==> src/rtl/rv_pkg.sv <==
// Shared widths and constants for the register file and its read ports.
package rv_pkg;
    localparam int XLEN    = 32;
    localparam int REG_NUM = 32;
    localparam int ROB_IDW = 5;
    localparam int REG_IDW = $clog2(REG_NUM);
    localparam int NUM_RD  = 2;

    localparam logic [ROB_IDW-1:0] NO_DEP = '0;

    typedef logic [XLEN-1:0]    word_t;
    typedef logic [ROB_IDW-1:0] rob_id_t;
    typedef logic [REG_IDW-1:0] reg_id_t;

    typedef struct packed {
        logic    vld;
        rob_id_t rob_id;
        reg_id_t rd;
        word_t   value;
    } commit_t;
endpackage

==> src/rtl/rf_read_port.sv <==
// One combinational lookup port: tag/value from state, with a same-cycle commit bypass.
module rf_read_port
    import rv_pkg::*;
(
    input  logic [REG_NUM-1:0][ROB_IDW-1:0] deps,
    input  logic [REG_NUM-1:0][XLEN-1:0]    values,
    input  commit_t                         commit,
    input  reg_id_t                         ask,
    output rob_id_t                         dep,
    output word_t                           value
);
    logic hit;

    // Only a commit that retires the current producer may short-circuit the lookup.
    assign hit = commit.vld && (commit.rd == ask) && (deps[ask] == commit.rob_id);

    always_comb begin
        dep   = deps[ask];
        value = values[ask];
        if (hit) begin
            dep   = NO_DEP;
            value = commit.value;
        end
    end
endmodule

==> src/rtl/register_file.sv <==
// Architectural register file with per-register rename tags; ROB launch/commit/query responder.
module register_file
    import rv_pkg::*;
(
    input  logic               clk_in,
    input  logic               rst_in,
    input  logic               rdy_in,
    input  logic               _clear,
    input  logic               _rf_launch_ready,
    input  logic [ROB_IDW-1:0] _rf_launch_rob_id,
    input  logic [REG_IDW-1:0] _rf_launch_register_id,
    input  logic               _rf_commit_ready,
    input  logic [ROB_IDW-1:0] _rf_commit_rob_id,
    input  logic [REG_IDW-1:0] _rf_commit_register_id,
    input  logic [XLEN-1:0]    _rf_commit_value,
    input  logic [REG_IDW-1:0] _ask_rd_1,
    input  logic [REG_IDW-1:0] _ask_rd_2,
    output logic [ROB_IDW-1:0] _dep_rd_1,
    output logic [ROB_IDW-1:0] _dep_rd_2,
    output logic [XLEN-1:0]    _dep_value_1,
    output logic [XLEN-1:0]    _dep_value_2
);
    logic [REG_NUM-1:0][ROB_IDW-1:0] deps;
    logic [REG_NUM-1:0][XLEN-1:0]    values;
    commit_t                         commit;
    logic                            launch_vld;

    logic [NUM_RD-1:0][REG_IDW-1:0]  ask;
    logic [NUM_RD-1:0][ROB_IDW-1:0]  dep_o;
    logic [NUM_RD-1:0][XLEN-1:0]     val_o;

    assign commit.vld    = rdy_in && _rf_commit_ready && (_rf_commit_register_id != '0);
    assign commit.rob_id = _rf_commit_rob_id;
    assign commit.rd     = _rf_commit_register_id;
    assign commit.value  = _rf_commit_value;

    assign launch_vld = rdy_in && _rf_launch_ready && (_rf_launch_register_id != '0) && !_clear;

    // Entry 0 is never written, so x0 reads zero without special-casing the ports.
    always_ff @(posedge clk_in) begin
        if (rst_in) begin
            deps   <= '0;
            values <= '0;
        end else if (rdy_in) begin
            if (commit.vld) begin
                values[commit.rd] <= commit.value;
                if (deps[commit.rd] == commit.rob_id)
                    deps[commit.rd] <= NO_DEP;
            end
            // Later assignments win: flush over stale-clear, launch tag over commit clear.
            if (_clear)
                deps <= '0;
            else if (launch_vld)
                deps[_rf_launch_register_id] <= _rf_launch_rob_id;
        end
    end

    assign ask[0] = _ask_rd_1;
    assign ask[1] = _ask_rd_2;

    for (genvar p = 0; p < NUM_RD; p++) begin : g_rd
        rf_read_port u_port (
            .deps   (deps),
            .values (values),
            .commit (commit),
            .ask    (ask[p]),
            .dep    (dep_o[p]),
            .value  (val_o[p])
        );
    end

    assign _dep_rd_1    = dep_o[0];
    assign _dep_rd_2    = dep_o[1];
    assign _dep_value_1 = val_o[0];
    assign _dep_value_2 = val_o[1];
endmodule

==> config.mk <==
export PLATFORM = sky130hd
export DESIGN_NAME = register_file
export DESIGN_NICKNAME = d
export VERILOG_FILES = /design/src/rtl/rv_pkg.sv /design/src/rtl/rf_read_port.sv /design/src/rtl/register_file.sv
export SDC_FILE = /design/constraint.sdc
export NUM_CORES = 2
export LEC_CHECK = 0
export ABC_AREA = 1
export BUFFER_PORTS_ARGS = -buffer_cell sky130_fd_sc_hd__buf_2
export CORE_MARGIN = 3
export CORE_UTILIZATION = 28
export CTS_BUF_LIST = sky130_fd_sc_hd__clkbuf_4 sky130_fd_sc_hd__clkbuf_8
export DETAILED_ROUTE_END_ITERATION = 7
export HOLD_SLACK_MARGIN = 0.02
export PLACE_DENSITY = 0.48
export SLEW_MARGIN = 10
export SYNTH_ARGS = -nofsm -noshare
export SYNTH_HDL_FRONTEND = slang
export SYNTH_SLANG_ARGS = --single-unit
==> constraint.sdc <==
create_clock -name clk_in -period 2 [get_ports clk_in]
set_input_delay 0.1 -clock clk_in [delete_from_list [all_inputs] [get_ports clk_in]]
set_output_delay 0.1 -clock clk_in [all_outputs]
set_load 0.01 [all_outputs]
# After elaboration in Yosys (flattened, before gate mapping)
# Cells that the tools add are included.
[totals]
reg_bits = 1184
inputBits = 68
[classes]
n_lt_le_gt_ge = 6
eq_ne = 5
muxes = 28
n_bitwise = 2
n_reduce_logical = 15
[op_table]
columns = ["cell", "n"]
rows = [
  ["$bwmux W1024", 1],
  ["$mux W160", 6],
  ["$bmux W32 S5", 2],
  ["$and A160 B160 Y160", 1],
  ["$bwmux W160", 1],
  ["$demux W32 S5", 1],
  ["$mux W32", 5],
  ["$not A160 Y160", 1],
  ["$bmux W5 S5", 3],
  ["$demux W5 S5", 2],
  ["$mux W5", 7],
  ["$eq A5 B5 Y1", 5],
  ["$lt A5 B6 Y1 const B", 4],
  ["$logic_and A1 B1 Y1", 11],
  ["$ge A5 B1 Y1 const B", 2],
  ["$reduce_bool A5 Y1", 2],
  ["$reduce_and A2 Y1", 1],
  ["$logic_not A1 Y1", 1],
]

# Logic depth before layout (Yosys ltp)
[depth]
depth_word = 13
ltp_mapped = 21
depth_no_buf = 18

# Cells and area by module
# A second synthesis with hierarchy kept.
[unflattened]
cells_unflattened = 10183
hier_area_um2 = 67257.0
[by_module_without_submodules]
columns = ["mod", "n_inst", "cells_per_inst", "area_per_inst_um2"]
rows = [
  ["register_file", 1, 5677, 44998.2],
  ["rf_read_port", 2, 2253, 11129.4],
]

# Worst setup path before layout
# OpenSTA, ideal clock, no wires.
[synth_path]
kind = "input to output"
start = "input port _ask_rd_1[1]"
end = "output port _dep_value_1[2]"
arrival_ns = 1.790
required_ns = 1.900
slack_ns = 0.110
path_stages = 15
path_buffers = 3
path_cell_list = "buf_4 clkinv_2 clkbuf_1 o21ai_0 o221ai_1 nand3_1 nand3_1 nand2_1 nand2_1 nand2_1 nor2_4 nand3_4 buf_2 nand2_1 nand2_1"
[synth_via]
elab_chain_len = 5
elab_cells_between_ends = 9
classes_between = "eq/ne (2); mux (5); reduce/logical (2)"
[synth_rtl]
columns = ["item", "line_no", "text"]
rows = [
  ["start: declaration", "register_file.sv:16", "input logic [REG_IDW-1:0] _ask_rd_1,"],
  ["$bmux W5 S5", "rf_read_port.sv:15", "assign hit = commit.vld && (commit.rd == ask) && (deps[ask] == commit.rob_id);"],
  ["$mux W5 (not written as such)", "rf_read_port.sv:15", ""],
  ["$eq A5 B5 Y1", "rf_read_port.sv:15", ""],
  ["$logic_and A1 B1 Y1", "rf_read_port.sv:15", ""],
  ["$mux W32 *", "rf_read_port.sv:20", "if (hit) begin"],
  ["end: declaration", "register_file.sv:20", "output logic [XLEN-1:0] _dep_value_1,"],
]
# Every way passes the cells marked *; elsewhere a longest branch is shown, timed or not. The select of a mux whose other input is x is not followed.

# Worst setup path after layout
[layout_path]
start = "register deps[43] (netlist bit)"
end = "output port _dep_value_2[27]"
[layout_via]
elab_chain_len = 5
[layout_rtl]
columns = ["item", "line_no", "text"]
rows = [
  ["start: declaration", "register_file.sv:23", "logic [REG_NUM-1:0][ROB_IDW-1:0] deps;"],
  ["start signal: indexed assignment", "register_file.sv:54", "deps[_rf_launch_register_id] <= _rf_launch_rob_id;"],
  ["$bmux W5 S5", "rf_read_port.sv:15", ""],
  ["$mux W5 (not written as such)", "rf_read_port.sv:15", ""],
  ["$eq A5 B5 Y1", "rf_read_port.sv:15", ""],
  ["$logic_and A1 B1 Y1", "rf_read_port.sv:15", ""],
  ["$mux W32", "rf_read_port.sv:20", ""],
  ["end: declaration", "register_file.sv:21", "output logic [XLEN-1:0] _dep_value_2"],
]
# No other way between the ends. The select of a mux whose other input is x is not followed.

==> flow_summary.ini <==
[pwr]
p_int_uw = 41340
netSwitchingFraction_pct = 30.66
ir_drop_mv = 0.8399
powerDensity_mw_per_mm2 = 692.0
power_frac_clock_pct = 43.7
comb_power_share_pct = 16.4
p_seq_share_pct = 39.8
p_leak_uw = 0.03217
power_switching_uw = 18280

[routing]
viasPerCell = 5.523
first_pass_iters = 8
wl_um = 351600
drtIter0Drc = 9271
vias = 79170
drc = 0
avgRoutedWirePerCell_um = 24.53
antenna_left = 0

[grt]
antenna_found_initial = 15
grtUsageTotal_pct = 26.99
grt_pass1_wl_um = 508400
grt_start_max_net_pins = 137
grt_pass1_vias = 73490
grt.overflow.total = 0

[place]
place.port_buffers = 141
place_hpwl_um = 229900
gp_congestion = 0.9468

[sta]
min_period_ps = 3590
max-slew-margin-rel_pct = 22.19
fin_ws_ps = -1590
worstMarginPinSlew_ps = 1162
drv_slew = 0
setup_violations = 230
clock_skew_ps = 76.06
clock.fmax_mhz = 278.5
hold_viol = 0
hold-worst-slack_ps = 93.20
rsz0062_at_grt = yes
timing.final.crit_share_pct = 179.5

[logic_synthesis]
avgSynthCellArea_um2 = 6.424
synth_flop_cell = dfxtp_1
synth-seq-area-share_pct = 34.85
synthArstFlopShare_pct = 0
ys_seq_elements = 1184
synth_most_common_cell = nand2_1
synth.distinct_cells = 39
synth-edff-count = 0
yosysTopAreaCell = dfxtp_1
syn_area_mm2 = 0.06802
synthesis.instances = 10590
synthTopCellsByCount = nand2_1, a21oi_1, dfxtp_1
synthTopCellsByArea = dfxtp_1, nand2_1, a21oi_1
synth_warnings = 0
mappedNetlistNets = 10660
yosysTopAreaCellShare_pct = 34.85

[clock_tree]
clkLatencyLatePin_ps = 1040
cts_tree = done
clk_path_buf_depth = 3
clock_sinks = 1184
cts-root-buf = clkbuf_8
cts_inserted_buffers = 217
path_clk_slew_ps = 60
htree_levels = 4

[setup_path]
critPathSlowestCell = dfxtp_1
worst_setup_path_start_kind = register
crit_required_ps = 1900
critPathCapture = _dep_value_2[27]
reg2reg_from = deps[128]$_SDFFE_PP0P_
r2r_cells = 18
end_kind = output port
crit_fanout = 8
cp-startpoint = deps[43]$_SDFFE_PP0P_
critPathMaxStageDelay_ps = 330
reg2reg_slack_ps = -500
crit_cells = 17
r2r_end = deps[74]$_SDFFE_PP0P_
path_buf_inv = 5
critical_path_arrival_ps = 3490
critPathKind = reg -> out
cp_cell_sequence = inv_1 > o21ai_0 > nand2_1 > a21oi_2 > o21ai_0 > nand3_1 > nand2_2 > nand2_1 > nand2_2 > nor2_4 > buf_12 > nand3_4 > buf_12 > clkbuf_16 > nand2_1 > nand2_1 > buf_2
cpMostUsedCell = nand2_1
cpLargestDelayFamily = simple AND/OR/NAND/NOR gates

[die]
core_mm2 = 0.2412
num_io_pins = 142
initial_core_util_pct = 28.20
die_h_um = 498.9
die_area_mm2 = 0.2489
core.rowCount = 180
dieWidth_um = 498.9

[worst_hold_path]
min_from = _rf_commit_value[11]
hold_path.class = in -> reg

[outcome]
status = finished, violations left
violations = setup timing

[finish]
area_growth_pct = 26.66
nets = 11030
final_util_pct = 35.72
drive_gt1_share_pct = 16.78

[flow_run]
cap_violations = 0
==> per-stage QoR <==
step	total power (uW)	TNS (ps)	cell area, um^2	cells	worst slack (ps)
4_1_cts	59700	-175030	85590	14310	-1671
6_report	59620	-177650	86160	14330	-1590
5_1_grt	61480	-208420	86140	14330	-1711
3_3_place_gp	33210	-399610	79130	13840	-904.7
2_1_floorplan	28900	0	68020	10590	109.9
3_5_place_dp	33240	-424960	79130	13840	-880.9
==> tightest hold or removal path: cells and delay by family <==
kind,cells,cell delay (ps)
AO/OA/AOI/OAI,1,50
buffers and inverters,2,790
AND/OR/NAND/NOR,1,120
==> worst min-delay path by stage <==
stage	endpoint	slack [ps]	cells past startpoint
4_1_cts	deps[65]$_SDFFE_PP0P_	30	10
6_report	values[779]$_SDFFE_PP0P_	90	4
3_5_place_dp	deps[1]$_SDFFE_PP0P_	400	4
5_1_grt	values[747]$_SDFFE_PP0P_	90	4
2_1_floorplan	deps[1]$_SDFFE_PP0P_	270	3
3_3_place_gp	deps[1]$_SDFFE_PP0P_	390	4
==> per-layer routing <==
layer | track usage, % | part of all wire, %
met3 | 4.524 | 8.3
met2 | 41.96 | 44
met4 | 15.48 | 6.2
met1 | 35.23 | 42
met5 | 0 | 0.0037
==> area by class of cell <==
cell class	instances	area (um^2)
Timing Repair Buffer	1213	12770
Fill cell	25590	155100
Multi-Input combinational cell	7631	38100
Clock inverter	42	436.7
Antenna cell	13	32.53
Tap cell	3185	3985
Inverter	713	2736
Sequential cell	1184	23750
Clock buffer	352	4350
==> layout by cell type (no fill, tap or decap), drive strengths merged <==
master       Yosys  layout
o211ai         195     195
o21ai         1105    1105
nor4             2       2
nand2         2281    2281
a211oi         530     530
xnor2            5       5
a21oi         1633    1633
inv            709     714
clkinv           4      28
diode            0      13
bufbuf           0       3
o221ai          54      54
a31oi          128     128
dlygate4sd3      0      66
o21bai           3       3
bufinv           0       5
nand3          734     734
o22ai           10      10
buf            370    1139
clkinvlp         0       8
nor2           850     850
clkbuf         690     357
nor3            25      25
dfxtp         1184    1184
xor2             4       4
nand4           72      72
==> power by group through the flow <==
stage | Sequential (uW) | Clock, uW | Combinational (uW)
after floorplan | 24300 | 0 | 4640
after global placement | 24300 | 0 | 8940
after detailed placement | 24300 | 0 | 8960
after CTS | 23800 | 26500 | 9420
after global routing | 23800 | 27500 | 10200
final | 23800 | 26100 | 9790
==> cells by family after synthesis <==
| kind of cell | share of synthesized area [%] |
|---|---|
| AO/OA/AOI/OAI | 30.14 |
| XOR/XNOR | 0.1159 |
| buffers and inverters | 10.51 |
| flip-flops | 34.85 |
| AND/OR/NAND/NOR | 24.38 |
==> flip-flops by register name (all words and copies together) (netlist names) <==
name	count
deps	160
values	1024
==> repair_timing <==
action	in CTS	in global routing
gates cloned	5	3
setup endpoints to repair	229	230
pin swaps	41	49
hold buffers	66	0
setup buffers	6	12
endpoints found under the hold margin	1184	0
resized for setup	220	133
Power figures use the tool's default switching activity.
